### config.mk
export PLATFORM = sky130hd
export DESIGN_NAME = keypad_code_sender
export DESIGN_NICKNAME = d
export VERILOG_FILES = /design/src/rtl/keypad_code_sender_pkg.sv /design/src/rtl/keypad_code_sender_kpd_cycle_timer.sv /design/src/rtl/keypad_code_sender.sv
export SDC_FILE = /design/constraint.sdc
export NUM_CORES = 1
export LEC_CHECK = 0
export CAP_MARGIN = 0
export CORE_ASPECT_RATIO = 0.7
export CORE_MARGIN = 8
export CORE_UTILIZATION = 41
export CTS_CLUSTER_SIZE = 12
export DETAILED_ROUTE_END_ITERATION = 7
export GPL_TIMING_DRIVEN = 0
export PLACE_DENSITY_LB_ADDON = 0.15
export SLEW_MARGIN = 30
export SYNTH_ARGS = -nofsm -noshare
export SYNTH_HDL_FRONTEND = slang
export SYNTH_SLANG_ARGS = --single-unit
### constraint.sdc
create_clock -name clk -period 3.2 [get_ports clk]
set_input_delay 0.8 -clock clk [delete_from_list [all_inputs] [get_ports clk]]
set_output_delay 0.8 -clock clk [all_outputs]
set_load 0.05 [all_outputs]
### src/rtl/keypad_code_sender_pkg.sv
// ---------------------------------------------------------------------------
// keypad_code_sender_pkg
//   Shared definitions for the keypad PIN producer.
//   - kpd_state_e     : FSM state encoding (IDLE, COLLECT, SEND, GAP)
//   - KPD_NUM_DIGITS  : digits per PIN
//   - KPD_DIGIT_W     : bits per BCD digit
//   - KPD_CODE_W      : width of the packed PIN
//   - kpd_digit_legal : true for BCD 0..9
// ---------------------------------------------------------------------------
package keypad_code_sender_pkg;

    localparam int KPD_NUM_DIGITS = 4;
    localparam int KPD_DIGIT_W    = 4;
    localparam int KPD_CODE_W     = KPD_NUM_DIGITS * KPD_DIGIT_W;

    typedef enum logic [1:0] {
        KPD_IDLE    = 2'd0,
        KPD_COLLECT = 2'd1,
        KPD_SEND    = 2'd2,
        KPD_GAP     = 2'd3
    } kpd_state_e;

    function automatic logic kpd_digit_legal(input logic [KPD_DIGIT_W-1:0] d);
        return (d <= 4'd9);
    endfunction

endpackage

### src/rtl/keypad_code_sender_kpd_cycle_timer.sv
// ---------------------------------------------------------------------------
// kpd_cycle_timer
//   Loadable down-counter shared by the SEND hold, the GAP hold and the
//   optional idle timeout. It counts down to zero and then rests there.
//   Ports:
//     clk      in   clock
//     rst      in   synchronous active-high reset (count -> 0)
//     load     in   load load_val this cycle
//     load_val in   CNT_W value to load
//     clear    in   force count to 0 (wins over load)
//     done     out  count is zero
// ---------------------------------------------------------------------------
module kpd_cycle_timer
    import keypad_code_sender_pkg::*;
#(
    parameter int CNT_W = 10
) (
    input  logic             clk,
    input  logic             rst,
    input  logic             load,
    input  logic [CNT_W-1:0] load_val,
    input  logic             clear,
    output logic             done
);

    logic [CNT_W-1:0] cnt_q;
    logic [CNT_W-1:0] cnt_d;

    always_comb begin
        cnt_d = cnt_q;
        if (clear) begin
            cnt_d = '0;
        end else if (load) begin
            cnt_d = load_val;
        end else if (cnt_q != '0) begin
            cnt_d = cnt_q - 1'b1;
        end
    end

    always_ff @(posedge clk) begin
        if (rst) begin
            cnt_q <= '0;
        end else begin
            cnt_q <= cnt_d;
        end
    end

    assign done = (cnt_q == '0);

endmodule

### src/rtl/keypad_code_sender.sv
// ---------------------------------------------------------------------------
// keypad_code_sender
//   Keypad-side producer of the PIN handshake. Collects four BCD digits
//   (first digit ends up in code[15:12]), presents the packed code with
//   code_ack held high for ACK_HOLD cycles, then holds code_ack low (busy)
//   for GAP_CYCLES so the consumer always sees the ack release.
//
//   Optional feature: define KPD_TIMEOUT_EN to discard a partial entry after
//   TIMEOUT_CYCLES cycles in COLLECT without any key strobe.
//
//   Ports:
//     clk            in   clock, posedge
//     rst            in   synchronous active-high reset
//     enable         in   vehicle present; low aborts and clears the entry
//     key_valid      in   strobe: key_data holds a digit
//     key_data [3:0] in   BCD digit (10..15 rejected)
//     key_enter      in   strobe: submit entry
//     key_clear      in   strobe: discard partial entry
//     code [15:0]    out  packed PIN, held until the next submission
//     code_ack       out  code valid level, ACK_HOLD cycles
//     digits_entered out  digits buffered, 0..4
//     entry_err      out  one-cycle pulse on rejected key / short submit
//     busy           out  high in SEND and GAP
// ---------------------------------------------------------------------------
module keypad_code_sender
    import keypad_code_sender_pkg::*;
#(
    parameter int ACK_HOLD       = 4,
    parameter int GAP_CYCLES     = 2,
    parameter int TIMEOUT_CYCLES = 1000,
    parameter int CNT_W          = 10
) (
    input  logic        clk,
    input  logic        rst,
    input  logic        enable,
    input  logic        key_valid,
    input  logic [3:0]  key_data,
    input  logic        key_enter,
    input  logic        key_clear,
    output logic [15:0] code,
    output logic        code_ack,
    output logic [2:0]  digits_entered,
    output logic        entry_err,
    output logic        busy
);

    // The timer counts down to zero inclusive, so loading N-1 gives N cycles.
    localparam logic [CNT_W-1:0] ACK_LOAD     = CNT_W'(ACK_HOLD - 1);
    localparam logic [CNT_W-1:0] GAP_LOAD     = CNT_W'(GAP_CYCLES - 1);
    localparam logic [CNT_W-1:0] TIMEOUT_LOAD = CNT_W'(TIMEOUT_CYCLES - 1);
    localparam logic [2:0]       FULL_DIGITS  = 3'(KPD_NUM_DIGITS);

    kpd_state_e            state_q, state_d;
    logic [KPD_CODE_W-1:0] buf_q, buf_d;
    logic [KPD_CODE_W-1:0] code_q, code_d;
    logic [2:0]            digits_q, digits_d;
    logic                  code_ack_q, code_ack_d;
    logic                  busy_q, busy_d;
    logic                  entry_err_q, entry_err_d;

    logic                  timer_load;
    logic [CNT_W-1:0]      timer_load_val;
    logic                  timer_clear;
    logic                  timer_done;

    logic                  digit_ok;
    logic                  buf_full;

    assign digit_ok = kpd_digit_legal(key_data);
    assign buf_full = (digits_q == FULL_DIGITS);

    kpd_cycle_timer #(
        .CNT_W (CNT_W)
    ) u_timer (
        .clk      (clk),
        .rst      (rst),
        .load     (timer_load),
        .load_val (timer_load_val),
        .clear    (timer_clear),
        .done     (timer_done)
    );

    always_comb begin
        state_d        = state_q;
        buf_d          = buf_q;
        code_d         = code_q;
        digits_d       = digits_q;
        code_ack_d     = code_ack_q;
        busy_d         = busy_q;
        entry_err_d    = 1'b0;
        timer_load     = 1'b0;
        timer_load_val = '0;
        timer_clear    = 1'b0;

        if (!enable) begin
            // Vehicle left: abort everything except the last presented code.
            state_d     = KPD_IDLE;
            code_ack_d  = 1'b0;
            busy_d      = 1'b0;
            buf_d       = '0;
            digits_d    = '0;
            timer_clear = 1'b1;
        end else begin
            unique case (state_q)
                KPD_IDLE: begin
                    // clear/enter outrank a same-cycle digit, and do nothing here.
                    if (!key_clear && !key_enter && key_valid) begin
                        if (digit_ok) begin
                            buf_d          = {{(KPD_CODE_W-KPD_DIGIT_W){1'b0}}, key_data};
                            digits_d       = 3'd1;
                            state_d        = KPD_COLLECT;
                            timer_load     = 1'b1;
                            timer_load_val = TIMEOUT_LOAD;
                        end else begin
                            entry_err_d = 1'b1;
                        end
                    end
                end

                KPD_COLLECT: begin
                    if (key_clear) begin
                        buf_d    = '0;
                        digits_d = '0;
                        state_d  = KPD_IDLE;
                    end else if (key_enter) begin
                        if (buf_full) begin
                            code_d         = buf_q;
                            code_ack_d     = 1'b1;
                            busy_d         = 1'b1;
                            buf_d          = '0;
                            digits_d       = '0;
                            state_d        = KPD_SEND;
                            timer_load     = 1'b1;
                            timer_load_val = ACK_LOAD;
                        end else begin
                            entry_err_d = 1'b1;
                            buf_d       = '0;
                            digits_d    = '0;
                            state_d     = KPD_IDLE;
                        end
                    end else if (key_valid) begin
                        // Any digit strobe, accepted or not, restarts the idle window.
                        timer_load     = 1'b1;
                        timer_load_val = TIMEOUT_LOAD;
                        if (digit_ok && !buf_full) begin
                            buf_d    = {buf_q[KPD_CODE_W-KPD_DIGIT_W-1:0], key_data};
                            digits_d = digits_q + 3'd1;
                        end else begin
                            entry_err_d = 1'b1;
                        end
                    end
`ifdef KPD_TIMEOUT_EN
                    else if (timer_done) begin
                        buf_d       = '0;
                        digits_d    = '0;
                        entry_err_d = 1'b1;
                        state_d     = KPD_IDLE;
                    end
`endif
                end

                KPD_SEND: begin
                    if (timer_done) begin
                        code_ack_d     = 1'b0;
                        state_d        = KPD_GAP;
                        timer_load     = 1'b1;
                        timer_load_val = GAP_LOAD;
                    end
                end

                KPD_GAP: begin
                    if (timer_done) begin
                        busy_d  = 1'b0;
                        state_d = KPD_IDLE;
                    end
                end

                default: begin
                    state_d = KPD_IDLE;
                end
            endcase
        end
    end

    always_ff @(posedge clk) begin
        if (rst) begin
            state_q     <= KPD_IDLE;
            buf_q       <= '0;
            code_q      <= '0;
            digits_q    <= '0;
            code_ack_q  <= 1'b0;
            busy_q      <= 1'b0;
            entry_err_q <= 1'b0;
        end else begin
            state_q     <= state_d;
            buf_q       <= buf_d;
            code_q      <= code_d;
            digits_q    <= digits_d;
            code_ack_q  <= code_ack_d;
            busy_q      <= busy_d;
            entry_err_q <= entry_err_d;
        end
    end

    assign code           = code_q;
    assign code_ack       = code_ack_q;
    assign digits_entered = digits_q;
    assign entry_err      = entry_err_q;
    assign busy           = busy_q;

endmodule

==> key figures <==
Setup path
  • Worst EP required: 2400 ps
  • Worst stage delay on the critical path: 860 ps
  • Critical path endpoint category: output port
  • Worst-path maximum fanout: 8
  • Worst path arrival time: 1640 ps
  • WS Path Type: flip-flop to output port
  • Critical Path Source Type: flip-flop
  • Largest delay share family, worst path: buffers and inverters
  • Slowest CP cell: clkdlybuf4s50_1
  • CP bufs+invs: 1
  • Critical-path cell list: clkdlybuf4s50_1

Pwr
  • Peak VDD IR: 0.279 mV
  • Power per cell area: 641 nW/um2
  • Leakage power: 1.17 nW
  • Total power: 0.00173 W

Routing
  • Top routing layer used: met4
  • DRT Pass-1 Iters: 4
  • Wire length on met3: 261 um
  • Vias: 1,667
  • DR vias/cell: 4.98
  • Metal2 WL: 1.78 mm
  • M1 WL: 2.58 mm
  • Post-DRT Antenna Nets: 0
  • Starting DRT DRC Count: 95
  • Routed WL: 4.66 mm
  • Avg WL per Cell: 13.9 um
  • Residual DRC: 0

Final layout
  • Net count, final: 276
  • Diode count: 0
  • Fin area: 2700 um2
  • Layout cells sized above 1: 9.13%
  • Post-layout util: 52.0%
  • # fillers: 507
  • Area grow syn2layout: 22.7%

Synthesis
  • Mean Syn Cell Area: 9.79 um2
  • Post-synthesis sequential area ratio: 45.4%
  • Synth area leaders: dfxtp_1 45%, mux2i_1 15%, nor2_1 6.5%, ha_1 2.3%, a21oi_1 2.0%
  • Post-Syn Nets: 239
  • Syn Inst Count: 225
  • Synthesized area: 2200 um2
  • Yosys cell types: 46
  • Count leader, synth: dfxtp_1
  • Synth top area share: 45.4%
  • FF+latch count, synth: 50
  • Ys async rst share: 0%
  • Syn. warnings: 0
  • Number of synthesized flops with an enable pin: 0
  • Commonest cells post-synth: 50 x dfxtp_1, 38 x nor2_1, 34 x mux2i_1
  • Leading area contributor after synthesis: dfxtp_1
  • Prevailing post-synth register cell: dfxtp_1

Floorplan
  • Cell Rows: 22
  • Initial core utilization: 42.4%
  • IO Count: 32
  • Die height: 77.3 um
  • DIE AREA: 8010 um2
  • Die span in x: 104 um
  • Placeable Area: 5200 um2

Clock network
  • Clk Latency, worst-skew pair: 300 ps
  • CTS sink cnt: 50
  • Max Root-Sink Buffers: 2
  • CTS Hold Bufs: 0
  • Post-CTS Setup Inserts: 0
  • CTS Root Cell: clkbuf_8
  • CTS tree: done
  • Total CTS buffers: 5
  • CTS resizes: 0
  • Worst-path clk slew: 90 ps
  • H-tree Lvls: 2

Placed design
  • Detailed Place HPWL: 3.48 mm
  • PortBufs: 30
  • GP Congestion: 0.781
  • Placed instance area: 2590 um2

Global route
  • Largest net degree at the start of global routing: 16
  • Initial antenna violation count: 0
  • Vias in the first global route: 1,628
  • GRT Total Usage: 12.0%
  • Global-route wire length before repair: 7.97 mm
  • GR Overflow Total: 0

Timing
  • Max Freq: 0.410 GHz
  • Max_slew headroom: 65.3%
  • RSZ-0062 raised after global routing: no
  • Crit path time final: 2440 ps
  • Setup TNS: 0 ps
  • Period utilization: 76.3%
  • Final hold violations: 0
  • Final setup viols: 0
  • Min Hold Slack: 499 ps
  • Slew Limit Fails: 0
  • Final Skew: 6.41 ps
  • Slew @ Worst Pin: 518 ps

Run status
  • Status: finished, final reports clean

Worst hold path
  • Worst Hold Class: flip-flop to flip-flop

Job
  • Max-Cap Viols: 0
[cells in the final DEF, fill, tap and decap left out, types with 3 or more instances in the layout]
| cell type | synthesis | layout |
|---|---|---|
| a21oi_1 | 9 | 9 |
| a31oi_1 | 3 | 3 |
| buf_4 | 3 | 3 |
| clkbuf_1 | 3 | 4 |
| clkbuf_8 | 0 | 5 |
| clkdlybuf4s50_1 | 0 | 30 |
| dfxtp_1 | 50 | 50 |
| ha_1 | 4 | 4 |
| inv_1 | 7 | 7 |
| mux2i_1 | 34 | 34 |
| nand2_1 | 10 | 10 |
| nand3_1 | 4 | 4 |
| nor2_1 | 38 | 38 |
| nor2b_1 | 3 | 3 |
| nor3_1 | 3 | 3 |
| nor4_1 | 3 | 3 |
| o21ai_1 | 9 | 9 |
| xor2_1 | 4 | 4 |
[final timing paths]
kind / from / endpoint / slack [ps] / cells past startpoint
hold reg to reg: buf_q[12] / buf_q[12] / 500 / 2
setup reg to reg: u_timer.cnt_q[2] / u_timer.cnt_q[2] / 1490 / 4
hold / removal: buf_q[12] / buf_q[12] / 500 / 2
setup / recovery: digits_entered[2] / digits_entered[2] / 760 / 1
[state kept, by name (all words and copies together), names as in the netlist, named ones only]
name / count
digits_entered: 3
state_q: 1
code: 16
entry_err: 1
u_timer.cnt_q: 10
code_ack: 1
busy: 1
buf_q: 16
[metal layers]
layer  global-route usage, %  up-vias
li1                        -      861
met1                    17.2      757
met2                    16.4       44
met3                    3.63        5
met4                    4.38        0
met5                       0        -
[kinds of logic (layout without fill, tap and decap cells)]
family                     after synthesis  in the layout  synth area share [%]
DFF                                     50             50                  45.4
AOI/OAI and AO/OA                       35             35                  10.8
adders and majority gates                4              4                  2.27
buffers and inverters                   16             54                  3.97
and+or+nand+nor                         80             80                  19.7
xor gates and xnor gates                 6              6                  2.38
muxes                                   34             34                  15.4
[tightest hold or removal path: cells and delay by family (launching register included)]
kind             cells  cell delay, ps
DFF                  1             330
muxes                1              70
and+or+nand+nor      1              70
[stage by stage]
step                worst slack [ps]  cells
floorplan                       1270    225
global placement                 614    327
CTS                              750    335
detailed placement               598    327
finish                           759    335
global route                     699    335
[report_power, final]
group / internal, W / switching [W]
registers: 0.000675 / 0.0000683
clock network: 0.000233 / 0.000205
logic: 0.000243 / 0.000308
total: 0.00115 / 0.000581
[area by class of cell]
| type | instances | area, um2 | share of cell area, % |
|---|---|---|---|
| Clock inverter | 2 | 37.5 | 1.39 |
| Clock buffer | 6 | 72.6 | 2.68 |
| Timing Repair Buffer | 30 | 300 | 11.1 |
| Sequential cell | 50 | 1000 | 37.0 |
| Buffer | 9 | 61.3 | 2.27 |
| Multi-Input combinational cell | 159 | 1110 | 41.2 |
| Tap cell | 72 | 90.1 | 3.33 |
| Inverter | 7 | 26.3 | 0.972 |
No activity file was read; power rests on OpenSTA's default activity.
